### config.mk
export PLATFORM = sky130hd
export DESIGN_NAME = sar_adc_ctrl
export DESIGN_NICKNAME = d
export VERILOG_FILES = /design/src/rtl/sar_adc_pkg.sv /design/src/rtl/sar_settle_timer.sv /design/src/rtl/sar_adc_ctrl.sv
export SDC_FILE = /design/constraint.sdc
export NUM_CORES = 1
export LEC_CHECK = 0
export ABC_AREA = 1
export CELL_PAD_IN_SITES_DETAIL_PLACEMENT = 1
export CELL_PAD_IN_SITES_GLOBAL_PLACEMENT = 1
export CORE_MARGIN = 3
export CORE_UTILIZATION = 34
export CTS_CLUSTER_SIZE = 24
export DETAILED_ROUTE_END_ITERATION = 12
export PLACE_DENSITY_LB_ADDON = 0.1
export SLEW_MARGIN = 20
export SYNTH_ARGS = -nofsm -noshare
export SYNTH_HDL_FRONTEND = slang
export SYNTH_SLANG_ARGS = --single-unit
export TNS_END_PERCENT = 30
### constraint.sdc
create_clock -name clk -period 1.5 [get_ports clk]
set_input_delay 0.3 -clock clk [delete_from_list [all_inputs] [get_ports clk]]
set_output_delay 0.3 -clock clk [all_outputs]
set_load 0.03 [all_outputs]
### src/rtl/sar_adc_pkg.sv
// Shared types and constants for the SAR ADC sequencer.
package sar_adc_pkg;

  typedef enum logic [2:0] {
    IDLE,
    SET,
    SETTLE,
    DECIDE,
    DONE
  } sar_state_t;

  // Conversions per start when averaging is built in, and the matching divide shift.
  localparam int unsigned AVG_COUNT = 4;
  localparam int unsigned AVG_SHIFT = 2;

endpackage

### src/rtl/sar_settle_timer.sv
// Counts settle ticks (one per DAC PWM period) and flags the PERIODS-th one.
module sar_settle_timer #(
  parameter int unsigned PERIODS = 4
) (
  input  logic clk,
  input  logic reset_n,
  input  logic i_clear,
  input  logic i_tick,
  output logic o_done
);

  localparam int unsigned CW = (PERIODS < 2) ? 1 : $clog2(PERIODS);
  localparam logic [CW-1:0] LAST = CW'(PERIODS - 1);

  logic [CW-1:0] r_count;

  assign o_done = i_tick && (r_count == LAST);

  // Tick counter: clear has priority, wraps to zero on the terminal tick.
  always_ff @(posedge clk or negedge reset_n) begin
    if (!reset_n) begin
      r_count <= '0;
    end else if (i_clear) begin
      r_count <= '0;
    end else if (i_tick) begin
      r_count <= o_done ? '0 : r_count + CW'(1);
    end
  end

endmodule

### src/rtl/sar_adc_ctrl.sv
// Successive-approximation ADC sequencer driving a PWM DAC and sampling an
// external comparator. Define SAR_ADC_AVG_EN to average four conversions per start.
module sar_adc_ctrl
  import sar_adc_pkg::*;
#(
  parameter int unsigned WIDTH          = 8,
  parameter int unsigned SETTLE_PERIODS = 4,
  parameter int unsigned SYNC_STAGES    = 2
) (
  input  logic             clk,
  input  logic             reset_n,
  input  logic             start,
  output logic             busy,
  output logic             dac_enable,
  output logic [WIDTH-1:0] dac_duty,
  output logic [WIDTH-1:0] dac_count,
  input  logic             dac_zero,
  input  logic             comp_in,
  output logic [WIDTH-1:0] result,
  output logic             result_valid,
  input  logic             result_ready
);

  localparam int unsigned BW = (WIDTH < 2) ? 1 : $clog2(WIDTH);
  localparam logic [BW-1:0] MSB = BW'(WIDTH - 1);

  sar_state_t             r_state;
  sar_state_t             w_next;
  logic [BW-1:0]          r_bit;
  logic [WIDTH-1:0]       r_code;
  logic [WIDTH-1:0]       w_code_next;
  logic [WIDTH-1:0]       w_trial;
  logic [SYNC_STAGES-1:0] r_sync;
  logic                   w_comp;
  logic                   w_tick;
  logic                   w_settled;
  logic                   w_last_pass;

  assign dac_count = '1;
  assign w_comp    = r_sync[SYNC_STAGES-1];
  assign w_tick    = dac_zero && dac_enable && (r_state == SETTLE);
  assign w_trial   = r_code | (WIDTH'(1) << r_bit);

  // Comparator synchronizer; its latency is hidden inside the settle window.
  always_ff @(posedge clk or negedge reset_n) begin
    if (!reset_n) begin
      r_sync <= '0;
    end else begin
      r_sync <= {r_sync[SYNC_STAGES-2:0], comp_in};
    end
  end

  sar_settle_timer #(
    .PERIODS(SETTLE_PERIODS)
  ) u_settle (
    .clk     (clk),
    .reset_n (reset_n),
    .i_clear (r_state == SET),
    .i_tick  (w_tick),
    .o_done  (w_settled)
  );

  // Current code with the bit under trial replaced by the comparator decision.
  always_comb begin
    w_code_next        = r_code;
    w_code_next[r_bit] = w_comp;
  end

`ifdef SAR_ADC_AVG_EN
  logic [1:0]       r_avg_cnt;
  logic [WIDTH+1:0] r_sum;
  logic [WIDTH+1:0] w_sum_next;

  assign w_sum_next  = r_sum + {2'b00, w_code_next};
  assign w_last_pass = (r_avg_cnt == 2'(AVG_COUNT - 1));
`else
  assign w_last_pass = 1'b1;
`endif

  // State register.
  always_ff @(posedge clk or negedge reset_n) begin
    if (!reset_n) begin
      r_state <= IDLE;
    end else begin
      r_state <= w_next;
    end
  end

  // Next-state and status outputs.
  always_comb begin
    w_next       = r_state;
    busy         = (r_state != IDLE);
    dac_enable   = (r_state != IDLE);
    result_valid = (r_state == DONE);
    case (r_state)
      IDLE:    if (start) w_next = SET;
      SET:     w_next = SETTLE;
      SETTLE:  if (w_settled) w_next = DECIDE;
      DECIDE:  w_next = ((r_bit == '0) && w_last_pass) ? DONE : SET;
      DONE:    if (result_ready) w_next = IDLE;
      default: w_next = IDLE;
    endcase
  end

  // Binary-search datapath: trial code, bit index, DAC duty and result.
  always_ff @(posedge clk or negedge reset_n) begin
    if (!reset_n) begin
      r_bit    <= '0;
      r_code   <= '0;
      dac_duty <= '0;
      result   <= '0;
`ifdef SAR_ADC_AVG_EN
      r_sum     <= '0;
      r_avg_cnt <= '0;
`endif
    end else begin
      case (r_state)
        IDLE: begin
          if (start) begin
            r_bit  <= MSB;
            r_code <= '0;
`ifdef SAR_ADC_AVG_EN
            r_sum     <= '0;
            r_avg_cnt <= '0;
`endif
          end
        end
        SET: dac_duty <= w_trial;
        DECIDE: begin
          if (r_bit == '0) begin
`ifdef SAR_ADC_AVG_EN
            // Final bit of one pass: accumulate, then either restart the
            // search from the MSB or publish the truncated mean.
            r_sum <= w_sum_next;
            if (w_last_pass) begin
              result <= w_sum_next[AVG_SHIFT +: WIDTH];
              r_code <= w_code_next;
            end else begin
              r_avg_cnt <= r_avg_cnt + 2'd1;
              r_bit     <= MSB;
              r_code    <= '0;
            end
`else
            result <= w_code_next;
            r_code <= w_code_next;
`endif
          end else begin
            r_bit  <= r_bit - BW'(1);
            r_code <= w_code_next;
          end
        end
        default: ;
      endcase
    end
  end

endmodule
Word level (Yosys, flattened, before mapping)
Cells that the tools add are included.

Bits in registers: 34. Input bits: 6. Output and inout port bits: 27.

$add $sub $neg: 2. Magnitude comparators: 2. Equality and inequality tests: 9. Shift operators: 1. Muxes and demuxes: 16. Bitwise operators: 1. Reductions and logical operators: 13.

Operator list (number): two-way mux 3 bit (6); case mux 8 bit (2 select lines) (1); case mux 3 bit (5 select lines) (1); bitwise mux 8 bit (1); two-way mux 8 bit (1); OR 8 bit (1); left shift 1 x 3 -> 8 bit, first input constant (1); == test 3 x 2 -> 1 bit, second input constant (2); zero test 3 bit (2); two-way mux 2 bit (3); case mux 3 bit (2 select lines) (1); AND reduction 3 bit (2); logical AND 1 bit (4); < comparator 3 x 4 -> 1 bit, second input constant (1); inequality test 2 x 1 -> 1 bit, second input constant (2); inequality test 2 bit, second input constant (2); AND reduction 2 bit (2); nonzero test 2 bit (2); demux 1 bit (select 3 bit) (1); == test 3 x 1 -> 1 bit, second input constant (1); == test 3 bit, second input constant (1); greater-or-equal comparator 3 x 1 -> 1 bit, second input constant (1); nonzero test 3 bit (1); subtractor 3 x 1 -> 3 bit, second input constant (1); other kinds (3) (3).

Longest topological paths before layout
Gate-level depths: netlist of the first run.

Word-level depth: 7. Gate-level depth with buffers: 9. Depth with buffers taken out: 8.

Modules after synthesis
From an unflattened synthesis of the first run, not the netlist that was laid out.

Cell total of the unflattened synthesis: 212. Area, all modules: 1779.2 sq um.

Modules (own cells, without submodules): sar_adc_ctrl (instances 1, cells each 197, area each 1665.3 sq um); sar_settle_timer (instances 1, cells each 15, area each 113.9 sq um).

Worst setup path before layout of the first run
No wires, ideal clock.

Kind: register -> register. Start point: register r_bit[0]. End point: register r_bit[1]. Library setup time: 0.065 ns. Arrival time: 1.509 ns. Data required time: 1.435 ns. Path slack: -0.074 ns. Cell stages (with the launch flop): 10. Buffers on the path: 2. Clock period less this slack: 1.574 ns. Cell sequence: dfrtp_1 buf_4 clkinv_1 ha_1 nand2_1 inv_1 nand2_2 buf_2 nand3_1 nand2_1.

Cells in the longest elaborated chain, start to end: 3.

Ends and longest elaborated chain: start, declared (line sar_adc_ctrl.sv:29) `logic [BW-1:0] r_bit;`; start signal, assigned (line sar_adc_ctrl.sv:148) `r_bit <= r_bit - BW'(1);`; subtractor 3 x 1 -> 3 bit or zero test 3 bit (tied branches) (line sar_adc_ctrl.sv:148, sar_adc_ctrl.sv:130); two-way mux 3 bit or inequality test 2 bit (tied branches); case mux 3 bit (2 select lines) or AND reduction 3 bit (tied branches).

Parallel ways exist; a longest one is shown, timed or not. The select of a mux whose other input is x is not followed. A chain may end at the register's enable or synchronous reset.

Worst setup path in the final report of the first run
Start point: register r_state[1]. End point: output result_valid.

Cells in the longest elaborated chain, start to end: 1.

Ends and longest elaborated chain: start, declared (line sar_adc_ctrl.sv:27) `sar_state_t r_state;`; start signal, assigned (line sar_adc_ctrl.sv:85) `r_state <= w_next;`; == test 3 bit (line sar_adc_ctrl.sv:94) `result_valid = (r_state == DONE);`; end, declared (line sar_adc_ctrl.sv:20) `output logic result_valid,`.

Every way passes these cells.

==> results of run 1 <==
## critical path: stages (launching register included)
cell     delay, ns
dfrtp_1       0.39
buf_4         0.16
nor3_4        0.19
buf_6         0.15
## sequential cells by signal, summed over array words and instances, names as in the netlist
signal,count
r_sync,2
r_code,8
r_state,3
result,8
u_settle.r_count,2
r_bit,3
dac_duty,8
## where the power goes
part | switching (uW) | internal (uW)
logic | 1600 | 818
registers | 166 | 1220
clock network | 359 | 666
total | 2120 | 2710
## area by class of cell
cell class / instances / area [um2]
clock buffers: 5 / 68.82
inverters: 23 / 87.58
well taps: 67 / 83.83
repair buffers: 39 / 340.3
fillers: 604 / 2604
multi-input cells: 153 / 744.5
flip-flops and latches: 34 / 850.8
clock inverters: 3 / 68.82
## placed cells by master (no fill, tap or decap)
| cell | instances |
|---|---|
| nand2_2 | 5 |
| clkdlybuf4s50_1 | 5 |
| o21ai_0 | 18 |
| nand3_1 | 30 |
| buf_4 | 13 |
| buf_12 | 1 |
| buf_6 | 2 |
| inv_1 | 20 |
| a22oi_1 | 1 |
| nor2_4 | 1 |
| buf_2 | 2 |
| conb_1 | 8 |
| bufinv_16 | 2 |
| nor3_4 | 1 |
| dfrtp_1 | 34 |
| inv_2 | 2 |
| a21oi_1 | 7 |
| ha_1 | 6 |
| nor2_1 | 7 |
| clkbuf_8 | 5 |
| clkinv_4 | 1 |
| dlygate4sd2_1 | 16 |
| nand4_1 | 5 |
| nand2_1 | 64 |
| clkinv_2 | 1 |
## per-stage QoR
step / utilization (%) / std cells / area, um2 / hold WS, ns / setup slack, ns
after global routing: 46.30 / 324 / 2245 / 0.3631 / -0.02467
final: 46.30 / 324 / 2245 / 0.3502 / 0.02150
after detailed placement: 43.69 / 316 / 2118 / 0.3358 / -0.02337
after CTS: 46.14 / 324 / 2237 / 0.3533 / -0.02470
after global placement: 43.69 / 316 / 2118 / 0.3319 / 0.01792
after floorplan: - / 226 / 1788 / 0.004409 / 0.01959
## layer usage
layer	wire, um	vias to the layer above	track usage (%)
li1	-	761	-
met1	2131	726	21.79
met2	2028	23	26.54
met3	145	5	3.828
met4	51	0	4.196
met5	0	-	0
## cells by family after synthesis
| group | synth area share (%) |
|---|---|
| AOI/OAI and AO/OA | 7.534 |
| adders and majority gates | 4.264 |
| buffers and inverters | 11.51 |
| DFF | 48.33 |
| other | 0.2130 |
| and+or+nand+nor | 28.14 |
## what timing repair did
| action | in CTS | in global routing |
|---|---|---|
| hold buffers | 0 | 0 |
| gates resized for setup | 25 | 5 |
| setup endpoints to repair | 19 | 3 |
| cloned | 0 | 0 |
| pin swaps | 0 | 0 |
## path summary, 6_finish.rpt
path	start	endpoint	slack, ns
setup reg to reg	r_state[2]	r_state[0]	0.12
hold reg to reg	r_sync[0]	r_sync[1]	0.35
setup / recovery	r_state[1]	result_valid	0.02
max in group asynchronous	reset_n	r_bit[1]	0.94
min in group asynchronous	reset_n	dac_duty[5]	0.37
hold / removal	r_sync[0]	r_sync[1]	0.35
==> flow_summary.ini, run 1 <==
[outcome]
status = complete, no violations

[sta]
final.setup.tns_ns = 0
max_freq_ghz = 0.6764
rsz0062_at_grt = yes
slew_violations = 0
finClkSkew_ns = 0.004787
final_hold_viol_count = 0
fin_crit_ns = 1.479
period_share_pct = 98.57
setup_viol = 0

[job]
max_cap_viol_count = 0

[logic_synthesis]
synth-seq-cells = 34
yosys-top-cells-area = dfrtp_1, nand2_1, nand3_1, o21ai_0, buf_4
synth_top_area_share_pct = 48.33
synth_cells = 219
synthFlopType = dfrtp_1
synth_most_common_cell = nand2_1
synth_edf_count = 0
ys_warn_count = 0
avgSynthCellArea_um2 = 8.039
netlist_area_mm2 = 0.001760
synth_largest_area_cell = dfrtp_1
synthTopCellsByCount = nand2_1, dfrtp_1, nand3_1
synth.distinct_cells = 19
ys_seq_area_share_pct = 48.33
async_flop_share_pct = 100.0

[hold_path]
whs_path_depth = 0
hold_class = reg2reg

[floorplan]
placementRows = 25
dieArea_mm2 = 0.006077
fp.dieH_um = 77.96
core_area_mm2 = 0.004848
boundaryPins = 33
die_x_um = 77.96
initial_core_util_pct = 36.31

[cts]
ctsLongestPathBuffers = 2
clk_pin_slew_ns = 0.07
clock_sinks = 34
numCtsBuffers = 5
insertion_delay_ns = 0.29
htree_num_levels = 2
post_cts_buffers = 0
cts_tree = built
root_buffer = clkbuf_8

[worst_setup_path]
worst-path-max-fanout = 5
crit_type = reg2out
start_kind = register
crit_arrival_ns = 1.18
end_kind = primary output
cp.required_ns = 1.20
reg2reg_depth = 7

[global_routing]
grt_pass1_wl_mm = 7.755
grt_pass1_vias = 1577
grt_max_degree = 35
antenna_found_initial = 0
overflow = 0
track_usage_pct = 16.29

[place]
gp_congestion = 0.7866
port_buffers = 24
place_hpwl_mm = 3.223

[power_and_ir_drop]
power_density_mw_per_mm2 = 2152
power_leakage_uw = 0.001211
peakVddDrop_v = 0.0009802
finalPower_uw = 4831

[route]
wl_mm = 4.357
routed_via_density = 4.676
drtPass1Iterations = 4
post_drt_wl_per_cell_um = 13.45
vias = 1515
drc = 0
drtIter0Drc = 77
ant_nets = 0

[final_layout]
area_growth_pct = 27.51
nets = 268
drive_gt1_share_pct = 14.01
diodes = 0
(Power assumes the default switching activity.)
==> run 2: changes to the inputs <==
--- a/config.mk
+++ b/config.mk
@@ -5,11 +5,10 @@
 export SDC_FILE = /design/constraint.sdc
 export NUM_CORES = 1
 export LEC_CHECK = 0
-export ABC_AREA = 1
 export CELL_PAD_IN_SITES_DETAIL_PLACEMENT = 1
 export CELL_PAD_IN_SITES_GLOBAL_PLACEMENT = 1
 export CORE_MARGIN = 3
-export CORE_UTILIZATION = 34
+export CORE_UTILIZATION = 35
 export CTS_CLUSTER_SIZE = 24
 export DETAILED_ROUTE_END_ITERATION = 12
 export PLACE_DENSITY_LB_ADDON = 0.1
==> run 2 against run 1 <==
The run now ends with negative setup slack left. Wire length down 7.1%. Clock skew up 0.0014 ns. Sequential cell count unchanged. Final cell count down 19%. Critical endpoint is now dac_enable.
==> flow_summary.ini, run 2 <==
[floorplan]
die_x_um = 75.39
placementRows = 24
initial_core_util_pct = 37.42
boundaryPins = 33
core_area_mm2 = 0.004504
fp.dieH_um = 75.39
dieArea_mm2 = 0.005684

[global_routing]
grt_max_degree = 35
overflow = 0
grt_pass1_vias = 1376
antenna_found_initial = 0
track_usage_pct = 15.42
grt_pass1_wl_mm = 6.541

[logic_synthesis]
synth_edf_count = 0
synth_largest_area_cell = dfrtp_1
synth_most_common_cell = dfrtp_1
synthTopCellsByCount = dfrtp_1, a21oi_1, nand2_1, o21ai_0, nor2_1
avgSynthCellArea_um2 = 9.686
synth-seq-cells = 34
ys_warn_count = 0
synth_top_area_share_pct = 50.48
netlist_area_mm2 = 0.001685
synth_cells = 174
async_flop_share_pct = 100.0
yosys-top-cells-area = dfrtp_1, a21oi_1, o21ai_0, ha_1, mux2i_1
synthFlopType = dfrtp_1
synth.distinct_cells = 36
ys_seq_area_share_pct = 50.48

[worst_setup_path]
crit_top_cell = buf_6
crit_arrival_ns = 1.29
cpLargestDelayFamily = simple AND/OR/NAND/NOR gates
slowest_stage = or3_4
end_kind = primary output
crit_path_cell_trace = or3_4, buf_6, buf_6
start_kind = register
crit_type = reg2out
cp_slowest_stage_delay_ns = 0.39
cp.required_ns = 1.20
worst-path-max-fanout = 2
path_buf_inv = 2

[route]
routed_via_density = 5.287
drtIter0Drc = 47
wl_mm = 4.046
drc = 0
drtPass1Iterations = 4
post_drt_wl_per_cell_um = 15.50
ant_nets = 0
vias = 1380

[final_layout]
top_regs = dac_duty x8, r_code x8, result x8
nets = 221
diodes = 0
final_common_cell = dfrtp_1
nFillCells = 531
drive_gt1_share_pct = 18.18
final_cell_mix = dfrtp_1, a21oi_1, nand2_1, dlygate4sd2_1, o21ai_0
area_growth_pct = 28.43

[sta]
period_share_pct = 105.8
slew_violations = 0
timing.final.ws_setup_ns = -0.08649
final_hold_viol_count = 0
fin_crit_ns = 1.586
rsz0062_at_grt = yes
setup_viol = 5
max_freq_ghz = 0.6303
final.setup.tns_ns = -0.2154
finClkSkew_ns = 0.006207

[hold_path]
hold_class = reg2reg

[place]
port_buffers = 24
place_hpwl_mm = 2.941
dp_slack_ns = -0.2430
gp_congestion = 0.8618

[cts]
ctsLongestPathBuffers = 2
cts_tree = built
numCtsBuffers = 5
clock_sinks = 34
clk_pin_slew_ns = 0.07
insertion_delay_ns = 0.28
cts-hold-fix-buffers = 0
root_buffer = clkbuf_8
htree_num_levels = 2

[outcome]
status = complete, but fails checks
violations = negative setup slack

[power_and_ir_drop]
power_density_mw_per_mm2 = 1891
peakVddDrop_v = 0.0006905
power_leakage_uw = 0.001030

[job]
max_cap_viol_count = 0
[run 2: cell types whose count changed after synthesis, sizes merged, moves of 3 or more]
cell,previous run,this run
a21oi,7,19
nand2,69,18
mux2i,0,7
nor3,1,4
nand4,5,1
nand3,30,4
inv,22,7
nor2,8,15
clkbuf,0,4
[run 2: worst paths after layout]
| kind | start | to | slack [ns] | cells past startpoint |
|---|---|---|---|---|
| worst min-delay path | r_sync[0] | r_sync[1] | 0.36 | 0 |
| worst max register to register | r_state[1] | r_code[5] | -0.07 | 5 |
| worst min register to register | r_sync[0] | r_sync[1] | 0.36 | 0 |
| worst max-delay path | r_state[1] | dac_enable | -0.09 | 3 |
| max in group asynchronous | reset_n | r_state[2] | 0.92 | 2 |
| min in group asynchronous | reset_n | u_settle.r_count[1] | 0.39 | 2 |
[run 2: worst reg2reg max path, stage by stage, from the launching register on]
cell and delay [ns]:
dfrtp_1 0.38, buf_4 0.18, or4b_4 0.55, nand2_2 0.09
o21ai_1 0.06, a32o_1 0.20
[run 2: cell type report]
| type | instances | area (um2) | share of cell area, % |
|---|---|---|---|
| well taps | 52 | 65.06 | 3.006 |
| multi-input cells | 122 | 770.7 | 35.61 |
| repair buffers | 39 | 370.4 | 17.11 |
| clock buffers | 5 | 68.82 | 3.179 |
| flip-flops and latches | 34 | 850.8 | 39.31 |
| clock inverters | 2 | 10.01 | 0.4624 |
| inverters | 7 | 28.78 | 1.329 |
[run 2: metal layers]
metal,GRT usage [%],part of all wire (%)
met1,20.84,48
met2,23.68,46
met3,4.354,4.3
met4,5.437,1.1
met5,0,0
[run 2: what timing repair did]
| item | in CTS | in global routing |
|---|---|---|
| gates resized for setup | 32 | 7 |
| buffers inserted | 1 | 0 |
| pin swaps | 1 | 0 |
| endpoints found under the setup margin | 30 | 13 |
[run 2: cells by family after synthesis]
group                    Yosys count  synth area share [%]
other                              1                0.2225
AND/OR/NAND/NOR                   53                 16.04
flip-flops                        34                 50.48
multiplexers                       8                 4.826
buffers and inverters             25                 8.315
XOR/XNOR                           1                0.5198
adder cells (fa/ha/maj)            6                 4.454
AO/OA/AOI/OAI                     46                 15.15
[run 2: power by group]
part           leakage, uW  total, uW  switching, uW  internal [uW]
Clock            0.0000438        634            322            311
Sequential        0.000430       1390            204           1190
Combinational     0.000556       2070           1230            836
Total              0.00103       4090           1760           2340
[run 2: through the flow]
step	total power, uW	instances	util [%]	hold slack [ns]	instance area (um2)
floorplan	2756	181	-	0.004409	1764
global placement	3403	253	45.86	0.3323	2066
detailed placement	3489	253	45.86	0.3491	2066
CTS	4101	261	47.72	0.3650	2150
global route	4416	261	48.06	0.3767	2165
finish	4093	261	48.06	0.3581	2165
==> run 3: changes to the inputs <==
--- a/config.mk
+++ b/config.mk
@@ -9,9 +9,10 @@
 export CELL_PAD_IN_SITES_GLOBAL_PLACEMENT = 1
 export CORE_MARGIN = 3
 export CORE_UTILIZATION = 35
+export CTS_BUF_LIST = sky130_fd_sc_hd__clkbuf_16
 export CTS_CLUSTER_SIZE = 24
 export DETAILED_ROUTE_END_ITERATION = 12
-export PLACE_DENSITY_LB_ADDON = 0.1
+export PLACE_DENSITY_LB_ADDON = 0.08
 export SLEW_MARGIN = 20
 export SYNTH_ARGS = -nofsm -noshare
 export SYNTH_HDL_FRONTEND = slang
==> run 3 against run 2 <==
The run still ends with negative setup slack left. Utilization grew 2.9 points. Setup slack gained 0.056 ns. Wire length grew 3.4%. Sequential share of layout area shrank 2.3 points. Clock power grew 110%. Register-to-register slack gained 0.04 ns. Power grew 18%. Combinational power grew 3%. Sequential cell count is the same.
==> flow_summary.ini, run 3 (same netlist as run 2, synthesis figures left out) <==
[cts]
numCtsBuffers = 5
insertion_delay_ns = 0.28
clock_sinks = 34
root_buffer = clkbuf_16
ctsLongestPathBuffers = 2
cts-hold-fix-buffers = 0
htree_num_levels = 2
clk_pin_slew_ns = 0.06
cts_tree = built

[sta]
final.setup.tns_ns = -0.05704
timing.final.ws_setup_ns = -0.03071
fin_crit_ns = 1.531
max_freq_ghz = 0.6533
period_share_pct = 102.0
final_hold_viol_count = 0
hold_slack_ns = 0.3501
setup_viol = 3
rsz0062_at_grt = yes
finClkSkew_ns = 0.004167
slew_violations = 0

[worst_setup_path]
crit_arrival_ns = 1.70
worst-path-max-fanout = 8
start_kind = register
end_kind = register
crit_type = reg2reg
cp.required_ns = 1.67

[floorplan]
boundaryPins = 33
fp.dieH_um = 75.39
initial_core_util_pct = 37.42
placementRows = 24
dieArea_mm2 = 0.005684
die_x_um = 75.39
core_area_mm2 = 0.004504

[hold_path]
hold_class = reg2reg

[route]
vias = 1357
drtIter0Drc = 47
routed_via_density = 5.121
wl_met3_um = 183
top_layer = met4
dr_wl_met2_mm = 2.033
wl_mm = 4.182
post_drt_wl_per_cell_um = 15.78
drt-met1-wl_mm = 1.927
drc = 0
drtPass1Iterations = 4
ant_nets = 0

[final_layout]
stdcell_count = 265
drive_gt1_share_pct = 20.66
final_cell_mix = dfrtp_1, a21oi_1, nand2_1, dlygate4sd2_1, o21ai_0
final_common_cell = dfrtp_1
top_regs = dac_duty x8, r_code x8, result x8
area_growth_pct = 36.30
diodes = 0
nets = 224

[global_routing]
overflow = 0
grt_max_degree = 35
grt_pass1_vias = 1389
antenna_found_initial = 0
grt_pass1_wl_mm = 7.003
track_usage_pct = 16.65

[place]
place_hpwl_mm = 2.944
gp_congestion = 0.8478
dp_slack_ns = -0.2507
port_buffers = 24
dp_cells = 256

[outcome]
status = complete, but fails checks
violations = negative setup slack

[power_and_ir_drop]
power_density_mw_per_mm2 = 2100
peakVddDrop_v = 0.001244
power_leakage_uw = 0.001088

[job]
max_cap_viol_count = 0
## run 3: cell types whose count changed in the layout (fill, tap and decap cells not counted), sizes merged
cell,before,now
buf,18,21
bufinv,0,2
clkinv,2,1
## run 3: cell type report
type	instances	area, um2
sequential	34	850.8
clock buffer	5	125.1
inverter	7	28.78
clock inverter	3	63.81
timing repair buffer	42	382.9
tap	52	65.06
multi-input combinational	122	780.7
fill	508	2207
## run 3: path summary, 6_finish.rpt
kind | start | end | slack, ns | cells past startpoint
worst max-delay path | r_state[1] | r_code[5] | -0.03 | 5
worst min-delay path | r_sync[0] | r_sync[1] | 0.35 | 0
min in group asynchronous | reset_n | u_settle.r_count[1] | 0.40 | 2
max in group asynchronous | reset_n | r_bit[2] | 0.92 | 2
worst max register to register | r_state[1] | r_code[5] | -0.03 | 5
worst min register to register | r_sync[0] | r_sync[1] | 0.35 | 0
## run 3: timing repair
item	CTS	global route
setup buffers	0	1
pin swaps	0	1
gates resized for setup	33	10
hold endpoints to repair	0	0
endpoints found under the setup margin	28	14
## run 3: critical path, stage by stage (launching register included)
cell and delay, ns:
dfrtp_1 0.39, buf_6 0.15, or4b_4 0.54, nand2_2 0.09, o21ai_2 0.06, a32o_1 0.20
## run 3: report_power, final
group          switching [uW]  total (uW)  leakage (uW)  internal, uW
sequential                186        1380      0.000430          1190
clock                     369        1310     0.0000915           945
combinational            1280        2130      0.000566           852
total                    1840        4820       0.00109          2990
## run 3: layer usage
metal,vias to the layer above,global-route usage (%)
met2,38,25.98
met5,-,0
met1,656,22.62
li1,659,-
met4,0,5.243
met3,4,4.485
## run 3: through the flow
step | utilization (%) | total power [uW] | instance area (um2)
2_1_floorplan | - | 2756 | 1764
3_3_place_gp | 46.08 | 3398 | 2076
3_5_place_dp | 46.08 | 3492 | 2076
4_1_cts | 50.06 | 4792 | 2255
5_1_grt | 51.00 | 5192 | 2297
6_report | 51.00 | 4824 | 2297
